<file path="src/rtl/wb_pkg.sv">
// Shared types and defaults for the register-file write-back arbiter.
package wb_pkg;

   localparam int XLEN   = 32;
   localparam int REG_AW = 5;
   localparam int DEPTH  = 2;

   typedef struct packed {
      logic [REG_AW-1:0] addr;
      logic [XLEN-1:0]   data;
   } wb_entry_t;

endpackage

</file>
<file path="src/rtl/wb_fifo.sv">
// Small synchronous FIFO holding long-latency results until the write port is free.
module wb_fifo
   import wb_pkg::*;
#(
   parameter int DEPTH = wb_pkg::DEPTH
) (
   input  logic                   clk,
   input  logic                   rst,
   input  logic                   push,
   input  logic                   pop,
   input  wb_entry_t              push_data,
   output logic                   full,
   output logic                   empty,
   output logic [$clog2(DEPTH):0] count,
   output wb_entry_t              head
);

   localparam int PW = $clog2(DEPTH);
   localparam int CW = PW + 1;

   wb_entry_t         mem [DEPTH];
   logic [PW-1:0]     wr_ptr;
   logic [PW-1:0]     rd_ptr;

   assign full  = (count == CW'(DEPTH));
   assign empty = (count == '0);
   assign head  = mem[rd_ptr];

   // storage array; contents are don't-care while empty so no reset needed
   always_ff @(posedge clk) begin
      if (push) begin
         mem[wr_ptr] <= push_data;
      end
   end

   // pointers wrap naturally because DEPTH is a power of two
   always_ff @(posedge clk or posedge rst) begin
      if (rst) begin
         wr_ptr <= '0;
         rd_ptr <= '0;
         count  <= '0;
      end else begin
         if (push) wr_ptr <= wr_ptr + PW'(1);
         if (pop)  rd_ptr <= rd_ptr + PW'(1);
         case ({push, pop})
            2'b10:   count <= count + CW'(1);
            2'b01:   count <= count - CW'(1);
            default: count <= count;
         endcase
      end
   end

endmodule

</file>
<file path="src/rtl/wb_arbiter.sv">
// Sole owner of the register-file write port: merges pipeline WB results with
// queued long-latency results and tracks registers awaiting those results.
module wb_arbiter
   import wb_pkg::*;
#(
   parameter int XLEN  = wb_pkg::XLEN,
   parameter int DEPTH = wb_pkg::DEPTH
) (
   input  logic                   clk,
   input  logic                   rst,
   input  logic                   pipe_wb_en,
   input  logic [4:0]             pipe_wb_addr,
   input  logic [XLEN-1:0]        pipe_wb_data,
   input  logic                   ll_valid,
   output logic                   ll_ready,
   input  logic [4:0]             ll_addr,
   input  logic [XLEN-1:0]        ll_data,
   input  logic                   issue_valid,
   input  logic [4:0]             issue_rd,
   input  logic [4:0]             id_rs1,
   input  logic [4:0]             id_rs2,
   input  logic [4:0]             id_rd,
   input  logic                   id_rd_we,
   output logic                   hazard,
   output logic                   reg_write,
   output logic [4:0]             wt_addr,
   output logic [XLEN-1:0]        wt_data,
   output logic [31:0]            busy,
   output logic [$clog2(DEPTH):0] fifo_count
);

   logic      pe;
   logic      fifo_full;
   logic      fifo_empty;
   logic      fifo_push;
   logic      fifo_pop;
   wb_entry_t fifo_head;
   wb_entry_t ll_entry;

   // address-0 pipeline writes are dropped so they never steal a drain slot
   assign pe        = pipe_wb_en && (pipe_wb_addr != '0);
   assign ll_ready  = !fifo_full;
   assign fifo_push = ll_valid && ll_ready;
   assign fifo_pop  = !pe && !fifo_empty;
   assign ll_entry  = '{addr: ll_addr, data: ll_data};

   wb_fifo #(.DEPTH(DEPTH)) u_fifo (
      .clk       (clk),
      .rst       (rst),
      .push      (fifo_push),
      .pop       (fifo_pop),
      .push_data (ll_entry),
      .full      (fifo_full),
      .empty     (fifo_empty),
      .count     (fifo_count),
      .head      (fifo_head)
   );

   // write-port select: pipeline first, then FIFO head, else idle
   always_comb begin
      reg_write = 1'b0;
      wt_addr   = '0;
      wt_data   = '0;
      if (pe) begin
         reg_write = 1'b1;
         wt_addr   = pipe_wb_addr;
         wt_data   = pipe_wb_data;
      end else if (fifo_pop) begin
         reg_write = (fifo_head.addr != '0);
         wt_addr   = fifo_head.addr;
         wt_data   = fifo_head.data;
      end
      if (rst) begin
         reg_write = 1'b0;
      end
   end

   // scoreboard: the set is applied last so it wins over a same-edge clear
   always_ff @(posedge clk or posedge rst) begin
      if (rst) begin
         busy <= '0;
      end else begin
         if (fifo_pop && (fifo_head.addr != '0)) busy[fifo_head.addr] <= 1'b0;
         if (issue_valid && (issue_rd != '0))    busy[issue_rd]       <= 1'b1;
      end
   end

   // stall request from registered busy; conservative for a same-cycle clear
   always_comb begin
      hazard = 1'b0;
      if ((id_rs1 != '0) && busy[id_rs1])                hazard = 1'b1;
      if ((id_rs2 != '0) && busy[id_rs2])                hazard = 1'b1;
      if (id_rd_we && (id_rd != '0) && busy[id_rd])      hazard = 1'b1;
      if (issue_valid && (issue_rd != '0) && busy[issue_rd]) hazard = 1'b1;
   end

endmodule

</file>
<file path="config.mk">
export PLATFORM = sky130hd
export DESIGN_NAME = wb_arbiter
export DESIGN_NICKNAME = d
export VERILOG_FILES = /design/src/rtl/wb_pkg.sv /design/src/rtl/wb_fifo.sv /design/src/rtl/wb_arbiter.sv
export SDC_FILE = /design/constraint.sdc
export NUM_CORES = 1
export LEC_CHECK = 0
export ABC_AREA = 1
export BUFFER_PORTS_ARGS = -buffer_cell sky130_fd_sc_hd__buf_4
export CORE_MARGIN = 2
export CORE_UTILIZATION = 30
export DETAILED_ROUTE_END_ITERATION = 10
export GPL_ROUTABILITY_DRIVEN = 1
export GPL_TIMING_DRIVEN = 0
export HOLD_SLACK_MARGIN = 0.03
export PLACE_DENSITY = 0.59
export SYNTH_ARGS = -nofsm -noshare
export SYNTH_HDL_FRONTEND = slang
export SYNTH_HIERARCHICAL = 1
export SYNTH_SLANG_ARGS = --single-unit
</file>
<file path="constraint.sdc">
create_clock -name clk -period 2.5 [get_ports clk]
set_input_delay 0.25 -clock clk [delete_from_list [all_inputs] [get_ports clk]]
set_output_delay 0.25 -clock clk [all_outputs]
set_load 0.05 [all_outputs]
</file>
==> flow_metrics.env, run 1 <==
export IMPL_grt_overflow=0
export IMPL_synth_nets=878
export IMPL_grt_max_degree=38
export IMPL_htreeDepth=3
export IMPL_clkPwrFrac_pct=14.4
export IMPL_critPathTopFamily="simple AND/OR/NAND/NOR gates"
export IMPL_path_class="flip-flop to output port"
export IMPL_fillers=2096
export IMPL_grt_use_total_pct=17.6
export IMPL_cts_root_buffer="clkbuf_16"
export IMPL_rows=52
export IMPL_grt_pass1_vias=5658
export IMPL_cp_common_cell="nand2_1"
export IMPL_firstDrtPassIters=5
export IMPL_power_per_cell_area_nw_per_um2=1190
export IMPL_hold_start="ll_data[4]"
export IMPL_netlist_instances=777
export IMPL_critPathMaxFanout=10
export IMPL_cts_tree="done"
export IMPL_peakVddDrop_v=0.000479
export IMPL_syn_area_um2=6220
export IMPL_syn2layout_area_growth_pct=31.5
export IMPL_regArea_um2=3120
export IMPL_path_buf_inv=3
export IMPL_finalWirelength_um=19500
export IMPL_synth_cell_type_count=30
export IMPL_min_to="u_fifo/mem[1][4]$_DFFE_PP_"
export IMPL_dieArea_um2=21900
export IMPL_seq_area_frac_synth_pct=50.2
export IMPL_p_int_mw=4.85
export IMPL_path_clk_slew_ns=0.08
export IMPL_seqPwrFrac_pct=31.6
export IMPL_drc=0
export IMPL_max_stage_delay_ns=0.41
export IMPL_final_area_um2=8180
export IMPL_placed_area_um2=7850
export IMPL_worstReg2RegEnd="u_fifo/mem[1][35]$_DFFE_PP_"
export IMPL_first_iter_violations=390
export IMPL_placedCellCount=1216
export IMPL_hpwl_um=15100
export IMPL_regToRegSetupSlack_ns=0.62
export IMPL_cts_buffers_inserted=9
export IMPL_timing_hold_ws_ns=0.0755
export IMPL_slew_limit_headroom_pct=19.2
export IMPL_crit_path_cell_trace="buf_6 > buf_6 > nand2_1 > o21ai_1 > nor3_2 > nand2_1 > nand2_1 > a21oi_1 > buf_4"
export IMPL_antenna_found_initial=0
export IMPL_syn_avg_cell_area_um2=8.00
export IMPL_reg2regPathDepth=5
export IMPL_top_layer="met4"
export IMPL_required_ns=2.25
export IMPL_crit_path_end_kind="output port"
export IMPL_initial_core_util_pct=30.6
export IMPL_num_io_pins=174
export IMPL_grt_pass1_wl_um=30400
export IMPL_gp_congestion=0.878
export IMPL_dieHeight_um=148
export IMPL_drv_slew=0
export IMPL_antenna_cells=0
export IMPL_ant_nets=0
export IMPL_setup_viol=0
export IMPL_wl_met1_um=8530
export IMPL_status="complete, no violations"
export IMPL_portBuffers=168
export IMPL_max_freq_mhz=429
export IMPL_period_share_pct=93.2
export IMPL_nets=1061
export IMPL_p_leak_nw=3.90
export IMPL_worstSetupStartpointType="flip-flop"
export IMPL_instances_no_fill=1235
export IMPL_clock_latency_ns=0.35
export IMPL_worstMarginPinSlew_ns=1.21
export IMPL_vias=5963
export IMPL_core_area_um2=20300
export IMPL_yosys_warnings=6
export IMPL_finalCriticalPeriod_ns=2.33
export IMPL_clkSinkCount=110
export IMPL_rsz0062_at_grt="false"
export IMPL_finClkSkew_ns=0.0113
export IMPL_hold_violations=0
export IMPL_die_x_um=148
export IMPL_wl_per_cell_um=15.8
export IMPL_ys_seq_elements=110
export IMPL_maxCapViolations=0
export IMPL_wl_met2_um=8990
export IMPL_r2r_start="u_fifo/count[1]$_DFFE_PP0P_"
export IMPL_met3_length_um=1740
export IMPL_critical_path_arrival_ns=2.08
export IMPL_clk_path_buf_depth=2
export IMPL_via_per_inst=4.83
export IMPL_power_switching_mw=4.91
export IMPL_multi_input_area_um2=2480
export IMPL_swShare_pct=50.3
export IMPL_pwr_share_comb_pct=54.0
export IMPL_drive_above_1_share_pct=23.4
export IMPL_setup_tns_ns=0
export IMPL_hp_class="primary input to flip-flop"
export IMPL_worstHoldPathCells=1
export IMPL_crit_path_top_delay_cell="dfrtp_1"
per-stage QoR:
stage | utilization, % | worst slack [ns] | power [mW]
6_report | 40.3 | 0.171 | 9.76
5_1_grt | 40.3 | 0.00856 | 10.4
4_1_cts | 40.2 | 0.0293 | 9.78
3_5_place_dp | 38.6 | 0.124 | 8.34
3_3_place_gp | 38.5 | -0.358 | 8.28
2_1_floorplan | - | 0.0258 | 6.55
synthesized netlist by cell type:
master	n	share of area [%]
nand2_1	243	15
inv_1	110	6.6
edfxtp_1	74	36
nand3_1	72	5.8
o21ai_0	56	4.5
o21ai_1	55	4.4
dfrtp_1	36	14
a22o_1	32	4.5
nor2_1	23	1.4
buf_2	17	1.4
nor3_1	10	0.80
clkbuf_1	7	0.42
a21oi_1	6	0.48
buf_6	6	1.1
o211ai_1	6	0.72
inv_2	3	0.18
a31oi_1	2	0.20
buf_4	2	0.24
clkinv_1	2	0.12
nand2_4	2	0.36
nand3_2	2	0.32
o22ai_1	2	0.20
xor2_1	2	0.28
buf_1	1	0.060
ha_1	1	0.20
nand2_2	1	0.10
nand3b_1	1	0.12
nand4_1	1	0.10
nor2_8	1	0.32
xnor2_1	1	0.14
cell families (layout without fill, tap and decap cells):
group / after synthesis / after routing / share of synthesized area (%)
flops: 110 / 110 / 50.2
buf+inv: 148 / 336 / 10.1
fa+ha+maj: 1 / 1 / 0.201
simple gates: 356 / 356 / 24.0
xor+xnor: 3 / 3 / 0.423
compound gates: 159 / 159 / 15.1
state kept, by name, indices dropped and copies added (netlist names):
| signal | count |
|---|---|
| u_fifo/wr_ptr | 1 |
| u_fifo/count | 2 |
| u_fifo/mem | 74 |
| busy | 32 |
| u_fifo/rd_ptr | 1 |
cells in the final DEF, fill, tap and decap left out, types with 3 or more instances in the layout:
master,instances
buf_6,6
a22o_1,32
clkbuf_1,6
dfrtp_1,36
nand2_1,243
inv_8,3
o211ai_1,6
nor3_1,9
edfxtp_1,74
a21oi_1,6
nor2_1,22
clkbuf_16,9
buf_2,17
o21ai_1,59
inv_2,4
nand3_1,72
inv_1,109
o21ai_0,51
buf_4,172
routing by layer:
layer / track usage, % / up-vias
met3: 4.04 / 19
li1: - / 2945
met4: 4.05 / 0
met1: 23.7 / 2752
met2: 28.8 / 247
met5: 0 / -
final cells by class:
cell class,instances,area share (%)
plain buffers,33,2.43
clock buffers,9,2.75
clock inverters,7,0.918
inverters,115,5.28
multi-input cells,519,30.3
flip-flops and latches,110,38.2
well taps,270,4.13
repair buffers,172,16.0
power by group through the flow:
stage | Combinational, mW | Clock (mW) | Sequential [mW]
after floorplan | 2.70 | 0 | 3.85
after global placement | 5.16 | 0 | 3.12
after detailed placement | 5.23 | 0 | 3.11
after CTS | 5.27 | 1.44 | 3.07
after global routing | 5.72 | 1.50 | 3.14
final | 5.27 | 1.40 | 3.09
worst max path at each step:
stage | startpoint | endpoint | slack [ns] | depth (start not counted)
2_1_floorplan | u_fifo/count[0]$_DFFE_PP0P_ | u_fifo/mem[0][0]$_DFFE_PP_ | 0.03 | 4
3_3_place_gp | u_fifo/count[1]$_DFFE_PP0P_ | u_fifo/mem[0][10]$_DFFE_PP_ | -0.36 | 5
6_report | u_fifo/rd_ptr$_DFFE_PP0P_ | reg_write | 0.17 | 9
5_1_grt | u_fifo/rd_ptr$_DFFE_PP0P_ | reg_write | 0.009 | 7
4_1_cts | u_fifo/rd_ptr$_DFFE_PP0P_ | reg_write | 0.03 | 7
3_5_place_dp | u_fifo/rd_ptr$_DFFE_PP0P_ | reg_write | 0.12 | 7
what timing repair did:
item                                    4_1_cts  5_1_grt
gates cloned                                  0        0
setup buffers                                 0        2
hold endpoints to repair                      4        0
resized for setup                             6        2
hold buffers                                  1        0
endpoints found under the setup margin        4        1
pin swaps                                     0        1
No activity file was read; power rests on OpenSTA's default activity.
==> inputs of run 2 (changes only) <==
- GPL_TIMING_DRIVEN: 0 -> not set
- SETUP_SLACK_MARGIN: not set -> 0.3
==> run 2 against run 1 <==
First-iteration DRC count fell by 32%. Register-to-register slack improved by 0.03 ns. Wire length fell by 3.4%. Design area rose by 0.35%. Global-route usage fell by 0.62 points. Non-clock buffer count fell by 10. Critical endpoint is now wt_data[24].
==> flow_metrics.env, run 2 (synthesized netlist as in run 1, its figures left out) <==
export IMPL_crit_path_cell_trace="clkbuf_4 > buf_4 > o21ai_0 > a22o_1 > buf_4"
export IMPL_rows=52
export IMPL_power_per_cell_area_nw_per_um2=1190
export IMPL_layout_setup_ws_ns=0.369
export IMPL_syn2layout_area_growth_pct=32.0
export IMPL_setup_viol=0
export IMPL_crit_path_top_delay_cell="dfrtp_2"
export IMPL_portBuffers=173
export IMPL_cts_root_buffer="clkbuf_16"
export IMPL_crit_path_end_kind="output port"
export IMPL_rsz0062_at_grt="true"
export IMPL_critPathMaxFanout=32
export IMPL_hold_start="ll_data[30]"
export IMPL_grt_overflow=0
export IMPL_clk_path_buf_depth=2
export IMPL_finalWirelength_um=18800
export IMPL_via_per_inst=4.85
export IMPL_dieHeight_um=148
export IMPL_htreeDepth=3
export IMPL_setup_tns_ns=0
export IMPL_antenna_cells=0
export IMPL_period_share_pct=85.2
export IMPL_grt_use_total_pct=17.0
export IMPL_maxCapViolations=0
export IMPL_cts_buffers_inserted=9
export IMPL_drv_slew=0
export IMPL_final_common_cell="nand2_1"
export IMPL_hp_class="primary input to flip-flop"
export IMPL_critical_path_arrival_ns=1.88
export IMPL_firstDrtPassIters=4
export IMPL_nets=1052
export IMPL_vias=5941
export IMPL_num_io_pins=174
export IMPL_regToRegSetupSlack_ns=0.65
export IMPL_mostFrequentLayoutCells="nand2_1 (242), buf_4 (189), inv_1 (107)"
export IMPL_finClkSkew_ns=0.00776
export IMPL_clock_latency_ns=0.34
export IMPL_worstMarginPinSlew_ns=0.500
export IMPL_required_ns=2.25
export IMPL_core_area_um2=20300
export IMPL_wl_per_cell_um=15.3
export IMPL_clkSinkCount=110
export IMPL_worstReg2RegEnd="u_fifo/mem[1][34]$_DFFE_PP_"
export IMPL_ant_nets=0
export IMPL_peakVddDrop_v=0.000444
export IMPL_min_to="u_fifo/mem[0][30]$_DFFE_PP_"
export IMPL_reg2regPathDepth=5
export IMPL_drive_above_1_share_pct=25.0
export IMPL_top_regs="u_fifo/mem: 74 flops, busy: 32 flops, u_fifo/count: 2 flops"
export IMPL_grt_max_degree=38
export IMPL_hpwl_um=14300
export IMPL_cts_tree="done"
export IMPL_worstHoldPathCells=1
export IMPL_path_clk_slew_ns=0.08
export IMPL_p_leak_nw=3.88
export IMPL_gp_congestion=0.859
export IMPL_status="complete, no violations"
export IMPL_hold_violations=0
export IMPL_largest_reg_flops=74
export IMPL_path_class="flip-flop to output port"
export IMPL_r2r_start="u_fifo/count[0]$_DFFE_PP0P_"
export IMPL_first_iter_violations=265
export IMPL_dieArea_um2=21900
export IMPL_initial_core_util_pct=30.6
export IMPL_die_x_um=148
export IMPL_cp_startpoint="u_fifo/rd_ptr$_DFFE_PP0P_"
export IMPL_grt_pass1_wl_um=29300
export IMPL_max_stage_delay_ns=0.44
export IMPL_place_ws_ns=0.448
export IMPL_max_freq_mhz=469
export IMPL_top_register="u_fifo/mem"
export IMPL_grt_pass1_vias=5572
export IMPL_finalCriticalPeriod_ns=2.13
export IMPL_cp_common_cell="buf_4"
export IMPL_drc=0
export IMPL_antenna_found_initial=0
export IMPL_worstSetupStartpointType="flip-flop"
export IMPL_slew_limit_headroom_pct=66.6
run 2: where the power goes:
part | total (mW) | switching, mW | internal, mW
combinational | 5.32 | 3.67 | 1.65
clock | 1.36 | 0.665 | 0.696
sequential | 3.10 | 0.535 | 2.57
run 2: final cells by class:
cell class                 count  area, um^2
clock inverter                 7        58.8
multi-input combinational    520        2520
fill                        2115       12100
inverter                     115         435
timing repair buffer         195        1500
sequential                   110        3130
tap                          270         338
clock buffer                   9         225
run 2: repair_timing:
action,in CTS,in global routing
pin swaps,0,2
setup buffers,0,9
endpoints found under the setup margin,1,24
cloned,0,1
hold endpoints to repair,36,0
hold buffers,1,0
resized for setup,4,23
run 2: worst max path at each step:
stage | end | slack (ns)
finish | wt_data[24] | 0.37
global placement | wt_data[23] | 0.46
detailed placement | wt_data[8] | 0.45
floorplan | wt_addr[2] | 0.21
global route | wt_data[24] | 0.27
CTS | reg_write | 0.33
run 2: routing by layer:
| metal | wire length [um] | vias up | GRT usage, % |
|---|---|---|---|
| met3 | 1690 | 19 | 5.15 |
| li1 | - | 2925 | - |
| met2 | 8730 | 246 | 26.9 |
| met1 | 8190 | 2751 | 22.8 |
| met4 | 190 | 0 | 4.10 |
| met5 | 0 | - | 0 |
run 2: critical path, delay by kind of cell (launching register included):
kind	cells	cell delay [ns]
AO/OA/AOI/OAI	2	0.49
buffers and inverters	3	0.60
flip-flops	1	0.44
run 2: metrics by stage:
stage / cell area, um^2 / std cells / power [mW] / util, % / hold slack [ns]
3_3_place_gp: 7790 / 1199 / 8.21 / 38.4 / 0.170
6_report: 8210 / 1226 / 9.78 / 40.4 / 0.0840
4_1_cts: 8090 / 1216 / 9.64 / 39.9 / 0.0731
3_5_place_dp: 7790 / 1199 / 8.25 / 38.4 / 0.168
2_1_floorplan: 6230 / 777 / 6.56 / - / 0.0161
5_1_grt: 8210 / 1226 / 10.4 / 40.4 / 0.0652
==> inputs of run 3 (changes only) <==
- CORE_UTILIZATION: 30 -> 48
- PLACE_DENSITY: 0.59 -> 0.83
==> run 3 against run 2 <==
Register-to-register slack about the same. Sequential cell count unchanged. Design area decreased by 2.2%. Non-clock buffer count decreased by 8. Critical endpoint is now wt_data[25]. Highest routed layer unchanged. Wire length decreased by 9.5%. Clock power increased by 9%. Maximum frequency increased by 2.0%. Largest power group unchanged. Die area decreased by 37%. Core utilization increased by 23 points. Sequential share of layout area increased by 0.83 points.
==> flow_metrics.env, run 3 (synthesized netlist as in run 1, its figures left out) <==
export IMPL_top_regs="u_fifo/mem: 74 flops, busy: 32 flops, u_fifo/count: 2 flops"
export IMPL_grt_pass1_wl_um=27600
export IMPL_top_register="u_fifo/mem"
export IMPL_finalWirelength_um=17000
export IMPL_vias=5929
export IMPL_hp_class="primary input to flip-flop"
export IMPL_mostFrequentLayoutCells="nand2_1 (243), buf_4 (184), inv_1 (109)"
export IMPL_required_ns=2.25
export IMPL_peakVddDrop_v=0.000601
export IMPL_clkSinkCount=110
export IMPL_worstReg2RegEnd="u_fifo/mem[0][33]$_DFFE_PP_"
export IMPL_worstMarginPinSlew_ns=0.516
export IMPL_path_class="flip-flop to output port"
export IMPL_clkPwrFrac_pct=15.2
export IMPL_first_iter_violations=508
export IMPL_setup_viol=0
export IMPL_final_area_um2=8030
export IMPL_p_leak_nw=3.84
export IMPL_critPathMaxFanout=61
export IMPL_dieHeight_um=118
export IMPL_pwr_share_comb_pct=52.5
export IMPL_clk_path_buf_depth=2
export IMPL_power_per_cell_area_nw_per_um2=1210
export IMPL_grt_use_total_pct=24.5
export IMPL_reg2regPathDepth=6
export IMPL_htreeDepth=3
export IMPL_final_common_cell="nand2_1"
export IMPL_antenna_found_initial=0
export IMPL_status="complete, no violations"
export IMPL_die_x_um=118
export IMPL_grt_overflow=0
export IMPL_seqPwrFrac_pct=32.3
export IMPL_hold_start="ll_data[23]"
export IMPL_finalCriticalPeriod_ns=2.09
export IMPL_maxCapViolations=0
export IMPL_path_clk_slew_ns=0.08
export IMPL_rows=41
export IMPL_drv_slew=0
export IMPL_dieArea_um2=13900
export IMPL_fillers=1075
export IMPL_cts_root_buffer="clkbuf_16"
export IMPL_hpwl_um=12800
export IMPL_largest_reg_flops=74
export IMPL_power_switching_mw=4.79
export IMPL_regToRegSetupSlack_ns=0.66
export IMPL_finClkSkew_ns=0.00638
export IMPL_cts_buffers_inserted=9
export IMPL_drive_above_1_share_pct=23.5
export IMPL_initial_core_util_pct=49.3
export IMPL_gp_congestion=0.978
export IMPL_firstDrtPassIters=5
export IMPL_crit_path_end_kind="output port"
export IMPL_antenna_cells=0
export IMPL_rsz0062_at_grt="true"
export IMPL_setup_tns_ns=0
export IMPL_nets=1044
export IMPL_cts_tree="done"
export IMPL_r2r_start="u_fifo/count[1]$_DFFE_PP0P_"
export IMPL_grt_pass1_vias=5712
export IMPL_worstHoldPathCells=1
export IMPL_clock_latency_ns=0.34
export IMPL_min_to="u_fifo/mem[1][23]$_DFFE_PP_"
export IMPL_placed_area_um2=7650
export IMPL_grt_max_degree=62
export IMPL_wl_per_cell_um=15.2
export IMPL_num_io_pins=174
export IMPL_period_share_pct=83.6
export IMPL_slew_limit_headroom_pct=65.6
export IMPL_syn2layout_area_growth_pct=29.1
export IMPL_critical_path_arrival_ns=1.84
export IMPL_drc=0
export IMPL_via_per_inst=5.29
export IMPL_ant_nets=0
export IMPL_core_area_um2=12600
export IMPL_worstSetupStartpointType="flip-flop"
export IMPL_p_int_mw=4.91
export IMPL_portBuffers=173
export IMPL_max_freq_mhz=479
export IMPL_hold_violations=0
export IMPL_swShare_pct=49.3
[run 3: cell count changes in the layout (fill, tap and decap cells not counted), sizes merged]
cell / before / now
bufinv: 0 / 1
buf: 193 / 186
clkinv: 3 / 4
clkinvlp: 2 / 4
inv: 117 / 113
clkbuf: 10 / 9
[run 3: how the worst max path moves through the flow]
| stage | from | to | slack (ns) | cells past startpoint |
|---|---|---|---|---|
| final | u_fifo/rd_ptr$_DFFE_PP0P_ | wt_data[25] | 0.41 | 4 |
| after global routing | busy[8]$_DFF_PP0_ | hazard | 0.30 | 11 |
| after CTS | u_fifo/rd_ptr$_DFFE_PP0P_ | reg_write | 0.28 | 7 |
| after detailed placement | pipe_wb_addr[1] | wt_data[18] | 0.46 | 9 |
| after global placement | pipe_wb_addr[1] | wt_data[1] | 0.51 | 9 |
| after floorplan | u_fifo/count[0]$_DFFE_PP0P_ | wt_addr[2] | 0.21 | 5 |
[run 3: critical path, stage by stage (launching register included)]
cell,delay [ns]
dfrtp_2,0.47
buf_6,0.37
o21ai_0,0.22
a22o_1,0.23
buf_4,0.18
[run 3: repair_timing]
action	CTS	global route
pin swaps	0	2
setup endpoints to repair	20	32
cloned	0	1
hold buffers	1	0
gates resized for setup	3	6
buffers inserted	0	2
hold endpoints to repair	36	0
[run 3: final cells by class]
cell class                      count  area, um^2  share of cell area (%)
Inverter                          115         435                    5.43
Tap cell                          172         215                    2.68
Multi-Input combinational cell    520        2500                    31.2
Clock buffer                        9         225                    2.81
Timing Repair Buffer              187        1420                    17.7
Sequential cell                   110        3130                    39.0
Clock inverter                      7        96.3                    1.20
[run 3: metrics by stage]
step	util (%)	setup slack, ns	power, mW	hold slack, ns	std cells
2_1_floorplan	-	0.214	6.56	0.0161	777
3_3_place_gp	60.6	0.512	8.04	0.181	1100
3_5_place_dp	60.6	0.459	8.14	0.182	1100
4_1_cts	63.3	0.282	9.64	0.0720	1117
5_1_grt	63.6	0.299	10.3	0.0666	1120
6_report	63.6	0.410	9.70	0.0799	1120
[run 3: layer usage]
metal	vias to the layer above	share of wire (%)	track usage [%]
met2	283	48	40.2
met3	44	7.7	5.09
met1	2701	41	31.4
li1	2901	-	-
met4	0	3.3	11.0
met5	-	0	0
[run 3: power by group through the flow]
stage	sequential [mW]	clock, mW	combinational (mW)
2_1_floorplan	3.85	0	2.71
3_3_place_gp	3.12	0	4.92
3_5_place_dp	3.14	0	5.00
4_1_cts	3.11	1.50	5.04
5_1_grt	3.18	1.57	5.50
6_report	3.13	1.48	5.09
